**config.mk**
```make
export PLATFORM = sky130hd
export DESIGN_NAME = bch_syndrome_gen
export DESIGN_NICKNAME = d
export VERILOG_FILES = /design/src/rtl/bch_syndrome_gen.sv
export SDC_FILE = /design/constraint.sdc
export NUM_CORES = 1
export LEC_CHECK = 0
export CORE_UTILIZATION = 57
export DETAILED_ROUTE_END_ITERATION = 12
export GPL_TIMING_DRIVEN = 0
export PLACE_DENSITY = 0.8
export SLEW_MARGIN = 20
export SYNTH_ARGS = -nofsm -noshare
export SYNTH_HDL_FRONTEND = slang
export SYNTH_SLANG_ARGS = --single-unit
```
**constraint.sdc**
```tcl
create_clock -name clk -period 3.6 [get_ports clk]
set_clock_uncertainty 0.2 [all_clocks]
set_input_delay 0.72 -clock clk [delete_from_list [all_inputs] [get_ports clk]]
set_output_delay 0.72 -clock clk [all_outputs]
set_load 0.02 [all_outputs]
```
**src/rtl/bch_syndrome_gen.sv**
```systemverilog
// Serial BCH syndrome generator over GF(2^13). It evaluates the received polynomial
// at alpha^1..alpha^2T by Horner's rule and hands the syndromes on through a valid/ready register.
module bch_syndrome_gen #(
  parameter int T = 8,
  parameter int N = 1128
) (
  input  logic              clk,
  input  logic              rst_n,
  input  logic              flush,
  input  logic              in_valid,
  output logic              in_ready,
  input  logic              din,
  output logic              synd_valid,
  input  logic              synd_ready,
  output logic [2*T*13-1:0] synd,
  output logic              err_free
);

  localparam int M  = 13;
  localparam int NS = 2 * T;
  localparam int CW = (N > 1) ? $clog2(N) : 1;
  localparam logic [CW-1:0] LAST     = CW'(N - 1);
  localparam logic [M-1:0]  POLY_LOW = 13'h001B;

  localparam logic [0:0] S_IDLE = 1'b0;
  localparam logic [0:0] S_ACC  = 1'b1;

  function automatic logic [M-1:0] mulX(input logic [M-1:0] a);
    return {a[M-2:0], 1'b0} ^ (a[M-1] ? POLY_LOW : '0);
  endfunction

  // Column i of the multiply-by-alpha^j matrix is alpha^(i+j); evaluated only on constants.
  function automatic logic [M*M-1:0] colTable(input int j);
    logic [M-1:0]   p;
    logic [M*M-1:0] cols;
    p    = 13'h0001;
    cols = '0;
    for (int e = 0; e < j; e++) p = mulX(p);
    for (int i = 0; i < M; i++) begin
      cols[i*M +: M] = p;
      p = mulX(p);
    end
    return cols;
  endfunction

  function automatic logic [M-1:0] mulConst(input logic [M-1:0] a, input logic [M*M-1:0] cols);
    logic [M-1:0] p;
    p = '0;
    for (int i = 0; i < M; i++) p ^= cols[i*M +: M] & {M{a[i]}};
    return p;
  endfunction

  logic [NS-1:0][M-1:0] accQ, accD;
  logic [NS-1:0][M-1:0] finalVal;
  logic [NS-1:0][M-1:0] syndQ, syndD;
  logic [CW-1:0]        cntQ, cntD;
  logic [0:0]           stateQ, stateD;
  logic                 syndValidQ, syndValidD;
  logic                 errFreeQ, errFreeD;
  logic                 lastBit;
  logic                 accept;
  logic                 loadOut;

  for (genvar j = 1; j <= NS; j++) begin : gMul
    localparam logic [M*M-1:0] COLS = colTable(j);
    assign finalVal[j-1] = mulConst(accQ[j-1], COLS) ^ {{(M-1){1'b0}}, din};
  end

  assign lastBit  = (cntQ == LAST) & ((stateQ == S_ACC) | (N == 1));
  assign in_ready = ~(syndValidQ & lastBit);
  assign accept   = in_valid & in_ready;
  assign loadOut  = accept & ~flush & lastBit;

  // Accumulator and bit counter; flush wins over an accept in the same cycle.
  always_comb begin
    accD   = accQ;
    cntD   = cntQ;
    stateD = stateQ;
    if (flush) begin
      accD   = '0;
      cntD   = '0;
      stateD = S_IDLE;
    end else if (accept) begin
      if (lastBit) begin
        accD   = '0;
        cntD   = '0;
        stateD = S_IDLE;
      end else begin
        accD   = finalVal;
        cntD   = cntQ + CW'(1);
        stateD = S_ACC;
      end
    end
  end

  // Output register holds until consumed; a fresh last bit reloads it.
  always_comb begin
    syndD      = syndQ;
    errFreeD   = errFreeQ;
    syndValidD = syndValidQ;
    if (syndValidQ & synd_ready) syndValidD = 1'b0;
    if (loadOut) begin
      syndD      = finalVal;
      errFreeD   = ~|finalVal;
      syndValidD = 1'b1;
    end
  end

  always_ff @(posedge clk or negedge rst_n) begin
    if (!rst_n) begin
      accQ       <= '0;
      cntQ       <= '0;
      stateQ     <= S_IDLE;
      syndQ      <= '0;
      errFreeQ   <= 1'b0;
      syndValidQ <= 1'b0;
    end else begin
      accQ       <= accD;
      cntQ       <= cntD;
      stateQ     <= stateD;
      syndQ      <= syndD;
      errFreeQ   <= errFreeD;
      syndValidQ <= syndValidD;
    end
  end

  assign synd       = syndQ;
  assign err_free   = errFreeQ;
  assign synd_valid = syndValidQ;

endmodule

```
# [After elaboration in Yosys (flattened, before gate mapping)]
# Cells that the tools add are included.
[word_totals] output_inout_bits=211 ff_bits=430 inputBits=6
[op_classes] reduce_logical=4 n_addsub=1 mux=11 n_eq_ne=1 bitwise=216
[op_table] cell="$mux 208" count=3
[op_table] cell="$xor 13x13->13" count=24
[op_table] cell="$reduce_or 208->1" count=1
[op_table] cell="$xor 13x1->13" count=16
[op_table] cell="$xor 13x12->13" count=15
[op_table] cell="$xor 13x9->13" count=14
[op_table] cell="$xor 13x10->13" count=13
[op_table] cell="$xor 13x5->13" count=12
[op_table] cell="$xor 12x13->13" count=11
[op_table] cell="$xor 13x11->13" count=11
[op_table] cell="$xor 13x6->13" count=11
[op_table] cell="$xor 13x7->13" count=11
[op_table] cell="$xor 13x8->13" count=11
[op_table] cell="$xor 11x12->12" count=10
[op_table] cell="$xor 10x11->11" count=9
[op_table] cell="$xor 9x10->10" count=8
[op_table] cell="$xor 8x9->9" count=8
[op_table] cell="$xor 7x8->8" count=7
[op_table] cell="$xor 6x7->7" count=6
[op_table] cell="$mux 11" count=3
[op_table] cell="$xor 5x6->6" count=5
[op_table] cell="$xor 4x5->5" count=3
[op_table] cell="$add 11x1->11 const B" count=1
[op_table] cell="$eq 11x11->1 const B" count=1
[op_table] cell="7 further kinds" count=19

# [Depth between registers and ports, before layout]
[logic_depth] depth_word=16 ltp_mapped=10

# [Worst setup path before layout]
# OpenSTA, ideal clock, no wires.
[synth_timing] path_kind="reg-to-reg" start="register accQ[140] (netlist name)" end="register errFreeQ (netlist: err_free)" path_buffers=0 slack_ns=0.566 stages_incl_launch_ff=8 required_time_ns=3.324 t_arrival_ns=2.757 setup_ns=0.076 cell_sequence="dfrtp_1 xor2_2 xnor2_1 or4_1 or4_1 or4_1 or4_1 o21ai_1"
[synth_via] elab_chain_cells=6
[synth_rtl] element="start, declared" line_no="53" text="logic [NS-1:0][M-1:0] accQ, accD;"
[synth_rtl] element="start signal, assigned" line_no="111" text="accQ <= '0;"
[synth_rtl] element="start signal, assigned" line_no="118" text="accQ <= accD;"
[synth_rtl] element="$xor 13x13->13 (2 in series)" line_no="49" text="for (int i = 0; i < M; i++) p ^= cols[i*M +: M] & {M{a[i]}};"
[synth_rtl] element="$xor 13x12->13" line_no="49"
[synth_rtl] element="$xor 13x1->13" line_no="66" text="assign finalVal[j-1] = mulConst(accQ[j-1], COLS) ^ {{(M-1){1'b0}}, din};"
[synth_rtl] element="$reduce_or 208->1" line_no="104" text="errFreeD = ~|finalVal;"
[synth_rtl] element="$logic_not 1->1" line_no="104"
[synth_rtl] element="end signal, assigned" line_no="122" text="errFreeQ <= errFreeD;"
[synth_rtl] element="end, declared" line_no="59" text="logic errFreeQ, errFreeD;"
# No other way between the ends.
# A chain may end at the register's enable or synchronous reset.

# [Worst setup path in the final report]
[layout_timing] start="register accQ[201] (netlist name)" end="register errFreeQ (netlist: err_free)"
[layout_via] elab_chain_cells=10
[layout_rtl] element="$xor 13x13->13" line_no="49"
[layout_rtl] element="$xor 13x12->13" line_no="49"
[layout_rtl] element="$xor 13x13->13 (2 in series)" line_no="49"
[layout_rtl] element="$xor 13x9->13" line_no="49"
[layout_rtl] element="$xor 13x10->13" line_no="49"
[layout_rtl] element="$xor 13x11->13" line_no="49"
[layout_rtl] element="$xor 13x1->13" line_no="66"
[layout_rtl] element="$reduce_or 208->1" line_no="104"
[layout_rtl] element="$logic_not 1->1" line_no="104"
# No other way between the ends.

==> impl_metrics.toml <==
[worst_hold_path]
hp-start = "synd[21]$_DFFE_PN0P_"
whs_endpoint = "synd[21]$_DFFE_PN0P_"
hold_path_class = "reg -> reg"
whs_path_depth = 2

[floorplan]
core_um2 = 34600
start_util_pct = 58.2
rows = 68
io_pins = 217
die_x_um = 190
die_h_um = 190
dieArea_um2 = 36100

[clock_network]
insertion_delay_ns = 0.55
clkTransAtPathRegs_ns = 0.07
clockBufferDepth = 3
root_buffer = "clkbuf_16"
cts.sinks = 430
htree_levels = 2
cts_buffers = 43
cts_tree = "built"

[drt]
first_pass_iters = 6
wl_mm = 58.8
wl_per_cell_um = 21.7
via_count = 16231
drtIter0Drc = 1626
drcViolationCount = 0
routed_via_density = 5.99
ant_nets = 0

[layout]
final_cell_mix = "430 x dfrtp_1, 398 x nand2_1, 271 x o21ai_0, 239 x xnor2_1, 213 x clkdlybuf4s50_1"
drive_gt1_share_pct = 6.57
n_antenna_cell = 0
postLayoutCellArea_um2 = 24400
syn_to_final_growth_pct = 21.4
instances_no_fill = 2708
nNetsFinal = 2231
utilization_pct = 70.6
fillers = 2480
final_common_cell = "dfrtp_1"

[placement]
dp.cells = 2634
dp_hpwl_mm = 42.9
postPlaceCellArea_um2 = 23000
place_congestion = 0.966
io_buffers = 214

[timing]
slew_headroom_pct = 24.5
hold_violations = 0
rsz0062_at_grt = "true"
slew_violations = 0
fin_crit_ns = 3.57
finalCritPeriodShare_pct = 99.3
totalNegativeSetupSlack_ns = 0
whs_ns = 0.269
tightest_slew_ns = 1.12
setup_viol = 0
max_freq_mhz = 280

[logic_synthesis]
synth_mux_area_share_pct = 2.45
ys.flop_type = "dfrtp_1"
postSynthCellCount = 1961
seq_area_frac_synth_pct = 53.4
synth.area.top_cells = "dfrtp_1 53%, xnor2_1 11%, nand2_1 7.4%, o21ai_0 6.7%, xor2_1 4.6%"
yosysUniqueCellTypes = 55
synth_nets = 1968
avgSynthCellArea_um2 = 10.3
yosysTopAreaCell = "dfrtp_1"
synth_edf_count = 0
yosys.area_share.simple_pct = 12.4
synth_compound_area_share_pct = 11.7
yosysWarningCount = 0
netlist_area_um2 = 20100
synth_top_family_by_area = "XOR/XNOR gates"
synth-seq-cells = 430
synth_xor_area_share_pct = 16.8
async_flop_share_pct = 100
synthAdderAreaFrac_pct = 0.0621
yosysTopAreaCellShare_pct = 53.4

[setup_path]
reg2reg_depth = 8
crit_chain = "clkbuf_1 > xnor3_1 > xnor2_2 > nor4b_2 > nand4b_1 > a2111o_1 > or4_1 > o21ai_1"
crit_path_start_kind = "register"
endpoint_kind = "register"
cp.required_ns = 3.87
critPathMaxStageDelay_ns = 0.55
critPathSlowestCell = "a2111o_1"
rr_startpoint = "accQ[201]$_DFFE_PN0P_"
crit_arrival_ns = 3.84
worst-path-max-fanout = 5
worstSetupPathType = "reg -> reg"
r2r-end = "err_free$_DFFE_PN0P_"
rrSetupSlack_ns = 0.03

[grt]
grt_pass1_vias = 16067
grt_overflow = 0
grt_antenna_before_repair = 0
grt_pass1_wl_mm = 91.3
grt_max_degree = 100
grt_usage_pct = 33.1

[power]
power.leakage_nw = 10.9
irDropWorstVdd_v = 0.000457
p_per_area_nw_per_um2 = 733

[outcome]
outcome = "finished clean"

[job]
max_cap_viol_count = 0
[what timing repair did]
item | 4_1_cts | 5_1_grt
buffers inserted | 0 | 0
setup endpoints to repair | 360 | 63
resized for setup | 21 | 6
pin swaps | 0 | 2
gates cloned | 0 | 0
hold buffers | 1 | 0
hold endpoints to repair | 14 | 0
[how the worst max path moves through the flow]
stage / startpoint / end / slack (ns) / cells after the start
2_1_floorplan: accQ[140]$_DFFE_PN0P_ / err_free$_DFFE_PN0P_ / 0.57 / 7
4_1_cts: cntQ[0]$_DFFE_PN0P_ / in_ready / 0.07 / 5
3_3_place_gp: rst_n / synd[61]$_DFFE_PN0P_ / -16.76 / 1
6_report: accQ[201]$_DFFE_PN0P_ / err_free$_DFFE_PN0P_ / 0.03 / 8
5_1_grt: cntQ[0]$_DFFE_PN0P_ / accQ[144]$_DFFE_PN0P_ / -0.02 / 9
3_5_place_dp: in_valid / synd[128]$_DFFE_PN0P_ / -1.89 / 9
[power breakdown]
group          internal (W)  switching [W]
Clock               0.00264        0.00190
Sequential          0.00529       0.000476
Combinational       0.00282        0.00479
Total                0.0107        0.00717
[state kept, by name, summed over array words and instances (netlist names)]
register	flops
accQ	208
synd	208
cntQ	11
err_free	1
stateQ	1
synd_valid	1
[cells in the mapped netlist (3+ instances only)]
library cell	count
nor4_1	14
clkbuf_1	144
xnor2_1	242
and2_1	3
and3_1	11
nand2_1	398
nand4_1	19
nand2b_1	4
xnor3_1	11
o21ai_0	271
inv_1	3
nor4b_1	5
or3_1	7
nand3_1	20
a21o_1	4
o31ai_1	7
mux2_2	43
a22o_1	83
or4_1	12
nor2b_1	5
a21oi_1	7
nor3b_1	3
or2_2	3
xor2_1	106
and3_2	3
nor2_1	33
nand4b_1	6
dfrtp_1	430
nor3_1	16
buf_1	12
[cell families (layout without fill, tap and decap cells)]
family | count (synthesis) | count (layout)
compound gates | 392 | 392
xor+xnor | 363 | 363
fa+ha+maj | 1 | 1
buf+inv | 162 | 454
flops | 430 | 430
mux | 44 | 44
simple gates | 569 | 569
[metrics by stage]
step / worst slack, ns / power (W)
floorplan: 0.566 / 0.0108
global placement: -16.76 / 0.0129
detailed placement: -1.89 / 0.0131
CTS: 0.0672 / 0.0177
global route: -0.0212 / 0.0185
finish: 0.0251 / 0.0179
[layer usage]
layer  track usage (%)  vias up  share of wire, %
met4              16.3        0               5.1
met2              50.8      822                45
met3              6.49      183               8.8
met5                 0        -                 0
li1                  -     7124                 -
met1              45.0     8102                41
[layout make-up]
type / count / area (µm²) / share of cell area, %
multi-input combinational: 1369 / 8810 / 36.0
clock buffer: 57 / 1200 / 4.91
buffer: 158 / 631 / 2.58
timing repair buffer: 219 / 2270 / 9.27
inverter: 3 / 11.3 / 0.0461
clock inverter: 17 / 200 / 0.819
sequential: 430 / 10800 / 44.0
tap: 455 / 569 / 2.33
[worst max-delay path: cells and delay by family, from the launching register on]
kind,cells,cell delay [ns]
AOI/OAI and AO/OA,2,0.70
xor gates and xnor gates,2,0.84
buffers and inverters,1,0.26
DFF,1,0.32
and+or+nand+nor,3,1.18
Note: power is estimated with default switching activity, not from simulation.
